**src/rtl/mem_stage_pkg.sv**
```systemverilog
// rtl/mem_stage_pkg.sv - shared op and state encodings for the MEM stage
package mem_stage_pkg;

    localparam logic [1:0] OP_NOP   = 2'b00;
    localparam logic [1:0] OP_ALU   = 2'b01;
    localparam logic [1:0] OP_LOAD  = 2'b10;
    localparam logic [1:0] OP_STORE = 2'b11;

    typedef enum logic {
        ST_IDLE      = 1'b0,
        ST_LOAD_WAIT = 1'b1
    } state_e;

endpackage

```
**src/rtl/sat_counter.sv**
```systemverilog
// rtl/sat_counter.sv - event counter that holds at its maximum value
module sat_counter #(
    parameter int CNT_W = 16
) (
    input  logic             clk,
    input  logic             reset,
    input  logic             inc,
    output logic [CNT_W-1:0] count
);

    logic [CNT_W-1:0] count_q;
    logic [CNT_W-1:0] count_d;

    // Increment unless already at all-ones, so the count never wraps.
    always_comb begin
        count_d = count_q;
        if (inc && (count_q != {CNT_W{1'b1}})) begin
            count_d = count_q + 1'b1;
        end
    end

    // Count register with synchronous active-low clear.
    always_ff @(posedge clk) begin
        if (!reset) begin
            count_q <= '0;
        end else begin
            count_q <= count_d;
        end
    end

    assign count = count_q;

endmodule

```
**src/rtl/mem_access_stage.sv**
```systemverilog
// rtl/mem_access_stage.sv - MEM stage: memory strobes, load latency, WB output register
module mem_access_stage
    import mem_stage_pkg::*;
#(
    parameter int DATA_W = 32,
    parameter int ADDR_W = 11,
    parameter int REG_W  = 5,
    parameter int CNT_W  = 16
) (
    input  logic              clk,
    input  logic              reset,
    input  logic              ex_valid,
    output logic              ex_ready,
    input  logic [1:0]        ex_op,
    input  logic [ADDR_W-1:0] ex_addr,
    input  logic [DATA_W-1:0] ex_wdata,
    input  logic [DATA_W-1:0] ex_alu,
    input  logic [REG_W-1:0]  ex_rd,
    output logic              mem_r,
    output logic              mem_w,
    output logic [ADDR_W-1:0] mem_addr,
    output logic [DATA_W-1:0] mem_wdata,
    input  logic [DATA_W-1:0] mem_rdata,
    output logic              wb_valid,
    input  logic              wb_ready,
    output logic [DATA_W-1:0] wb_data,
    output logic [REG_W-1:0]  wb_rd,
    output logic [CNT_W-1:0]  load_cnt,
    output logic [CNT_W-1:0]  store_cnt
);

    state_e            state_q,    state_d;
    logic              wb_valid_q, wb_valid_d;
    logic [DATA_W-1:0] wb_data_q,  wb_data_d;
    logic [REG_W-1:0]  wb_rd_q,    wb_rd_d;
    logic [REG_W-1:0]  load_rd_q,  load_rd_d;

    logic accept;
    logic is_load;
    logic is_store;

    // Admission: only in IDLE and only when the WB slot is free or draining this edge,
    // which guarantees a load's result always has a slot waiting for it.
    always_comb begin
        ex_ready  = reset && (state_q == ST_IDLE) && (!wb_valid_q || wb_ready);
        accept    = ex_valid && ex_ready;
        is_load   = accept && (ex_op == OP_LOAD);
        is_store  = accept && (ex_op == OP_STORE);
        mem_r     = is_load;
        mem_w     = is_store;
        // Gate address/data with accept so idle X on ex_* never reaches the memory.
        mem_addr  = (is_load || is_store) ? ex_addr : '0;
        mem_wdata = is_store ? ex_wdata : '0;
    end

    // Next-state and WB register update: drain first, then a fill in the same edge wins.
    always_comb begin
        state_d    = state_q;
        wb_valid_d = wb_valid_q;
        wb_data_d  = wb_data_q;
        wb_rd_d    = wb_rd_q;
        load_rd_d  = load_rd_q;

        if (wb_valid_q && wb_ready) begin
            wb_valid_d = 1'b0;
        end

        case (state_q)
            ST_IDLE: begin
                if (accept && (ex_op == OP_ALU)) begin
                    wb_valid_d = 1'b1;
                    wb_data_d  = ex_alu;
                    wb_rd_d    = ex_rd;
                end else if (is_load) begin
                    state_d   = ST_LOAD_WAIT;
                    load_rd_d = ex_rd;
                end
            end
            ST_LOAD_WAIT: begin
                // Memory read data is valid exactly one cycle after mem_r.
                wb_valid_d = 1'b1;
                wb_data_d  = mem_rdata;
                wb_rd_d    = load_rd_q;
                state_d    = ST_IDLE;
            end
            default: begin
                state_d = ST_IDLE;
            end
        endcase
    end

    // State and WB registers; reset drops any pending load.
    always_ff @(posedge clk) begin
        if (!reset) begin
            state_q    <= ST_IDLE;
            wb_valid_q <= 1'b0;
            wb_data_q  <= '0;
            wb_rd_q    <= '0;
            load_rd_q  <= '0;
        end else begin
            state_q    <= state_d;
            wb_valid_q <= wb_valid_d;
            wb_data_q  <= wb_data_d;
            wb_rd_q    <= wb_rd_d;
            load_rd_q  <= load_rd_d;
        end
    end

    assign wb_valid = wb_valid_q;
    assign wb_data  = wb_data_q;
    assign wb_rd    = wb_rd_q;

    sat_counter #(.CNT_W(CNT_W)) u_load_cnt (
        .clk   (clk),
        .reset (reset),
        .inc   (mem_r),
        .count (load_cnt)
    );

    sat_counter #(.CNT_W(CNT_W)) u_store_cnt (
        .clk   (clk),
        .reset (reset),
        .inc   (mem_w),
        .count (store_cnt)
    );

endmodule

```
**config.mk**
```make
export PLATFORM = sky130hd
export DESIGN_NAME = mem_access_stage
export DESIGN_NICKNAME = d
export VERILOG_FILES = /design/src/rtl/mem_stage_pkg.sv /design/src/rtl/sat_counter.sv /design/src/rtl/mem_access_stage.sv
export SDC_FILE = /design/constraint.sdc
export NUM_CORES = 1
export LEC_CHECK = 0
export CAP_MARGIN = 20
export CORE_UTILIZATION = 40
export DETAILED_ROUTE_END_ITERATION = 12
export PLACE_DENSITY = 0.9
export SYNTH_ARGS = -nofsm -noshare
export SYNTH_HDL_FRONTEND = slang
export SYNTH_SLANG_ARGS = --single-unit
```
**constraint.sdc**
```tcl
create_clock -name clk -period 4.85 [get_ports clk]
set_input_delay 1.455 -clock clk [delete_from_list [all_inputs] [get_ports clk]]
set_output_delay 1.455 -clock clk [all_outputs]
set_load 0.05 [all_outputs]
```
Word-level counts from Yosys, hierarchy flattened
Index checks and enable logic that the tools add are counted.
{ "op_classes": {"bitwise": 2, "mux": 12, "eq_ne": 7, "add_sub_neg": 2, "n_reduce_logical": 13} }
{ "ops": {"columns": ["cell", "count"], "rows": [
  ["$mux W32", 2],
  ["$pmux W32 S2", 1],
  ["$add A16 B1 Y16 const B", 2],
  ["$ne A16 B16 Y1 const B", 2],
  ["$mux W11", 1],
  ["$pmux W5 S2", 1],
  ["$logic_and A1 B1 Y1", 9],
  ["$mux W5", 1],
  ["$eq A2 B2 Y1 const B", 2],
  ["$mux W1", 4],
  ["$pmux W1 S2", 2],
  ["$ne A3 B1 Y1 const B", 1],
  ["$reduce_and A3 Y1", 1],
  ["$eq A2 B1 Y1 const B", 1],
  ["$logic_or A1 B1 Y1", 2],
  ["$ne A2 B1 Y1 const B", 1],
  ["$not A1 Y1", 2],
  ["$logic_not A1 Y1", 1]
]} }
{ "totals": {"inputBits": 118, "out_inout_bits": 116, "wordCells": 43, "ff_bits": 76} }

Logic depth before layout (Yosys ltp)
{ "logic_depth": {"depth_word": 8, "depth_mapped": 7, "mapped_depth_nobuf": 6} }

Modules after synthesis
Synthesis repeated with hierarchy kept, for this count alone.
{ "unflattened": {"cells_unflattened": 482, "hier_area_um2": 4334.2} }
{ "modules_own_cells": {"columns": ["module", "area_each_um2", "instances", "cells_each", "seq_area_each_um2"], "rows": [
  ["mem_access_stage", 2660.1, 1, 288, 880.8],
  ["sat_counter", 837.1, 2, 97, 320.3]
]} }

Least setup slack after synthesis
OpenSTA, ideal clock, no wires.
{ "synth_timing": {"kind": "input to output", "from": "input port reset", "to": "output port mem_addr[0]", "required_ns": 3.395, "path_buffers": 1, "t_arrival_ns": 3.616, "path_stages": 5, "path_slack_ns": -0.221, "cell_sequence": "inv_2 -> nor3_1 -> and3_1 -> clkbuf_1 -> and2_1"} }
{ "synth_between": {"elab_chain_cells": 6, "word_cells_on_any_way": 7, "classes_between": "mux (1); reduce/logical (6)"} }
{ "synth_lines": {"columns": ["element", "line", "rtl"], "rows": [
  ["from (decl)", "mem_access_stage.sv:11", "input logic reset,"],
  ["$logic_and A1 B1 Y1 (*) (2 in a row)", "mem_access_stage.sv:45", "ex_ready = reset && (state_q == ST_IDLE) && (!wb_valid_q || wb_ready);"],
  ["net ex_ready", "mem_access_stage.sv:13", "output logic ex_ready,"],
  ["$logic_and A1 B1 Y1 (*)", "mem_access_stage.sv:46", "accept = ex_valid && ex_ready;"],
  ["$logic_and A1 B1 Y1 (on tied branches)", "mem_access_stage.sv:47, mem_access_stage.sv:48", null],
  ["$logic_or A1 B1 Y1 (*)", "mem_access_stage.sv:52", "mem_addr = (is_load || is_store) ? ex_addr : '0;"],
  ["$mux W11 (*)", "mem_access_stage.sv:52", null],
  ["to (decl)", "mem_access_stage.sv:21", "output logic [ADDR_W-1:0] mem_addr,"]
]} }
The timed path passes the listed nets; every way through them passes the cells marked *.

Worst setup path in the final report
{ "layout_timing": {"from": "input port reset", "to": "output port mem_addr[3]"} }
{ "layout_between": {"elab_chain_cells": 6, "word_cells_on_any_way": 7, "classes_between": "mux (1); reduce/logical (6)"} }
{ "layout_lines": {"columns": ["element", "line"], "rows": [
  ["$logic_and A1 B1 Y1 (*) (2 in a row)", "mem_access_stage.sv:45"],
  ["$logic_and A1 B1 Y1 (*)", "mem_access_stage.sv:46"],
  ["$logic_and A1 B1 Y1 (on tied branches)", "mem_access_stage.sv:47, mem_access_stage.sv:48"],
  ["$logic_or A1 B1 Y1 (*)", "mem_access_stage.sv:52"],
  ["$mux W11 (*)", "mem_access_stage.sv:52"]
]} }
Mark *: on every way between the ends. The rest lies on a longest branch, timed or not.

==> results <==
- The run finished with clean final reports.
- The clock tree synthesis step divided the H-tree into 3 levels.
- The worst-case headroom to the max-slew limit is 55.6%.
- For this run, the number of standard cells in the final layout without fillers is 781.
- STA puts the critical path data required time at 3.39 ns.
- Once placement finished, the instance area stood at 6680 um^2.
- The congestion estimate from routability-driven global placement came to 0.909.
- The count of hold-fix buffers inserted at cts is 0.
- Dividing the detail-routed wire length by the instance count gives 16.4 um.
- The worst hold path belongs to the class register to register.
- The synthesized net count is 558.
- Global routing used 25.5% of the available tracks across all layers.
- The hold violation total from the final report is 0.
- The leading cell type in the layout, fill and taps excluded is sky130_fd_sc_hd__clkdlybuf4s50_1.
- The final critical-path share of the clock period is 93.6%.
- The number of pins with negative max-slew slack in the final report is 0.
- The data arrival at the endpoint of the critical path is 3.09 ns.
- Clock tree synthesis selected as its root buffer the cell sky130_fd_sc_hd__clkbuf_8.
- In the layout the commonest cells are 187 x sky130_fd_sc_hd__clkdlybuf4s50_1, 75 x sky130_fd_sc_hd__dfxtp_1, 58 x sky130_fd_sc_hd__nor2_1.
- The highest clock rate is 220 MHz.
- The number of remaining DRC errors is 0.
- The cell accounting for the most synthesized area is sky130_fd_sc_hd__dfxtp_1.
- The count of max-cap constraint violations is 0.
- During synthesis, Yosys emitted a total of 0 warnings.
- The number of register bits inferred by synthesis is 76.
- The sum of net half-perimeters after detailed placement is 9940 um.
- TritonCTS built the clock tree.
- The met2 layer wire length in the routed design is 6860 um.
- The detailed router used layers up to and including met4.
- Yosys attributes the largest share of cell area to sky130_fd_sc_hd__dfxtp_1 40%, sky130_fd_sc_hd__mux2i_1 12%, sky130_fd_sc_hd__and2_1 7.5%.
- The number of global-route vias before repair is 4054.
- The met1 layer wirelength in the final routing is 4570 um.
- Entering global routing, the biggest net connects 63 pins.
- Summing every instance area after synthesis gives 3760 um^2.
- Together, buffers and inverters on the worst path number 4.
- Along the worst path, the maximum fanout reaches 11.
- The kind of end point of the critical path is a primary output.
- The total overflow left after global routing is 0.
- The first global-routing pass estimated 19500 um of wire.
- In this run, distinct cell masters in the synthesized netlist total 41.
- Sequential elements use 40.4% of the synthesized area.
- The total I/O pin count is 234.
- The clock net in this run drives a total of 76 sinks.
- From synthesis to final layout, the design area changed by 82.3%.
- The detail route stage leaves a number of antenna-violating nets equal to 0.
- The worst-case IR drop observed on VDD is 0.000186 V.
- The first TritonRoute pass finished after 4 iterations.
- The final setup violation count is 0.
- The final net count is 785.
- Wire segments on met3 add up to 1110 um in the final route.
- After detailed routing, the total wire length is 12800 um.
- In this run, synthesis inferred 0 flip-flops with an integrated enable.
- The buffer levels on the longest clock path is 2.
- In this run the power density over the cells is 214 nW/um^2.
- The core region area is 9200 um^2.
- The mean post-synth cell area is 8.59 um^2.
- Summed over all failing endpoints, the final setup total negative slack is 0 ns.
- The count of buffers added on input and output ports is 233.
- The clock transition at the registers of the reported paths is 0.09 ns.
- The transition time of the tightest slew-check pin is 0.666 ns.
- The number of antenna violations at the first check in global routing is 0.
- After synthesis, the share of flip-flops with an asynchronous set or reset is 0%.
- Once the floorplan was initialized, standard cells occupied 40.9% of the core.
- The die is 99.0 um wide.
- The clock skew after layout is 0.00812 ns.
- The number of gates given a new drive strength after cts is 0.
- The average via count per standard cell is 5.30.
- The worst setup path is launched from an input pin.
- Post-CTS timing repair inserted 0 buffers for setup.
- The floorplan has 35 rows.
- For this block, the initial DRC count from the detailed router was 99.
- The static leakage is 2.46 nW.
- The final route contains 4138 vias.
- The finished cells cover 6860 um^2.
- The area fraction of the dominant cell type after synthesis is 40.4%.
- The clock period minus final worst setup slack is 4.54 ns.
- The cell with the biggest individual delay on the critical path is sky130_fd_sc_hd__clkdlybuf4s50_1.
- The TritonCTS buffer count is 9.
- Setup repair after global routing left no endpoint under its margin.
- In this run the vertical extent of the chip is 99.0 um.
- The worst setup path is of the input pin to primary output kind.
- The count of placed standard cells including taps is 765.
- The number of cells produced by synthesis is 438.
- Walking the worst path, the cells encountered are clkdlybuf4s50_1, buf_4, inv_2, nor3_2, and3_1, and2_1, buf_12.
- The critical path's top delay family is buffers and inverters.
- The clock insertion delay at the later pin of the skew report is 0.35 ns.
- The post-route netlist has 12.1% of its cells at a drive strength greater than 1.
- The largest single stage delay on the critical path is 0.53 ns.
- The die covers 9800 um^2.
- The top flip-flop cell by instance count after synthesis is sky130_fd_sc_hd__dfxtp_1.
- The total inserted antenna cells is 0.
## metal layers
layer	vias up	global-route usage, %
li1	1995	-
met4	0	8.50
met2	202	50.6
met3	23	7.45
met5	-	0
met1	1918	24.8
## worst min-delay path, delay by kind of cell (launching register included)
kind | cells | cell delay [ns]
flip-flops | 1 | 0.32
AND/OR/NAND/NOR | 1 | 0.05
AO/OA/AOI/OAI | 1 | 0.05
## stage by stage
step                hold WS [ns]  power [mW]  setup WS, ns  utilization (%)
finish                     0.457        1.47         0.309             74.6
detailed placement         0.447        1.03         0.291             72.6
CTS                        0.459        1.48         0.285             74.6
floorplan                  0.436       0.837         0.269                -
global route               0.493        1.52         0.156             74.6
global placement           0.441        1.02         0.340             72.6
## cells in the mapped netlist, types with 2 or more instances
master                      number
sky130_fd_sc_hd__nand3_1        13
sky130_fd_sc_hd__or3_1           2
sky130_fd_sc_hd__clkbuf_1       14
sky130_fd_sc_hd__nor2b_1         2
sky130_fd_sc_hd__and2_1         45
sky130_fd_sc_hd__nand4_1         9
sky130_fd_sc_hd__buf_4           2
sky130_fd_sc_hd__buf_2          10
sky130_fd_sc_hd__nand2_1        31
sky130_fd_sc_hd__mux2i_1        46
sky130_fd_sc_hd__nor3_1         12
sky130_fd_sc_hd__xnor2_1        12
sky130_fd_sc_hd__ha_1            2
sky130_fd_sc_hd__a211oi_1       37
sky130_fd_sc_hd__nand2b_1        8
sky130_fd_sc_hd__inv_1           9
sky130_fd_sc_hd__o2111ai_1       2
sky130_fd_sc_hd__nor4_1          8
sky130_fd_sc_hd__and3_1          5
sky130_fd_sc_hd__nor2_1         58
sky130_fd_sc_hd__o21ai_0         7
sky130_fd_sc_hd__a21oi_1        10
sky130_fd_sc_hd__dfxtp_1        76
## sequential cells by signal, indices dropped and copies added, names as in the netlist
register           count
u_load_cnt.count      16
wb_rd                  5
load_rd_q              5
wb_valid               1
state_q                1
u_store_cnt.count     16
wb_data               32
## cell families after synthesis
group,Yosys count,synth area share (%)
simple gates,202,27.8
flops,76,40.4
compound gates,63,11.7
mux,46,12.2
buf+inv,36,4.12
xor+xnor,13,3.03
fa+ha+maj,2,0.665
## worst paths after layout
| path | slack (ns) | startpoint | end | cells after the start |
|---|---|---|---|---|
| worst min-delay path | 0.46 | load_rd_q[3] | load_rd_q[3] | 2 |
| worst min register to register | 0.46 | load_rd_q[3] | load_rd_q[3] | 2 |
| worst max-delay path | 0.31 | reset | mem_addr[3] | 7 |
| worst max register to register | 2.49 | state_q | wb_data[9] | 7 |
## power breakdown
| part | switching [mW] | internal, mW |
|---|---|---|
| Clock | 0.258 | 0.194 |
| Sequential | 0.0114 | 0.644 |
| Combinational | 0.182 | 0.178 |
| Total | 0.451 | 1.02 |
## final cells by class
type,instances,area (um^2)
clock buffers,9,124
clock inverters,7,58.8
fillers,625,2340
inverters,10,37.5
multi-input cells,326,2090
flip-flops and latches,76,1520
well taps,111,139
repair buffers,242,2890
No activity file was read; power rests on OpenSTA's default activity.
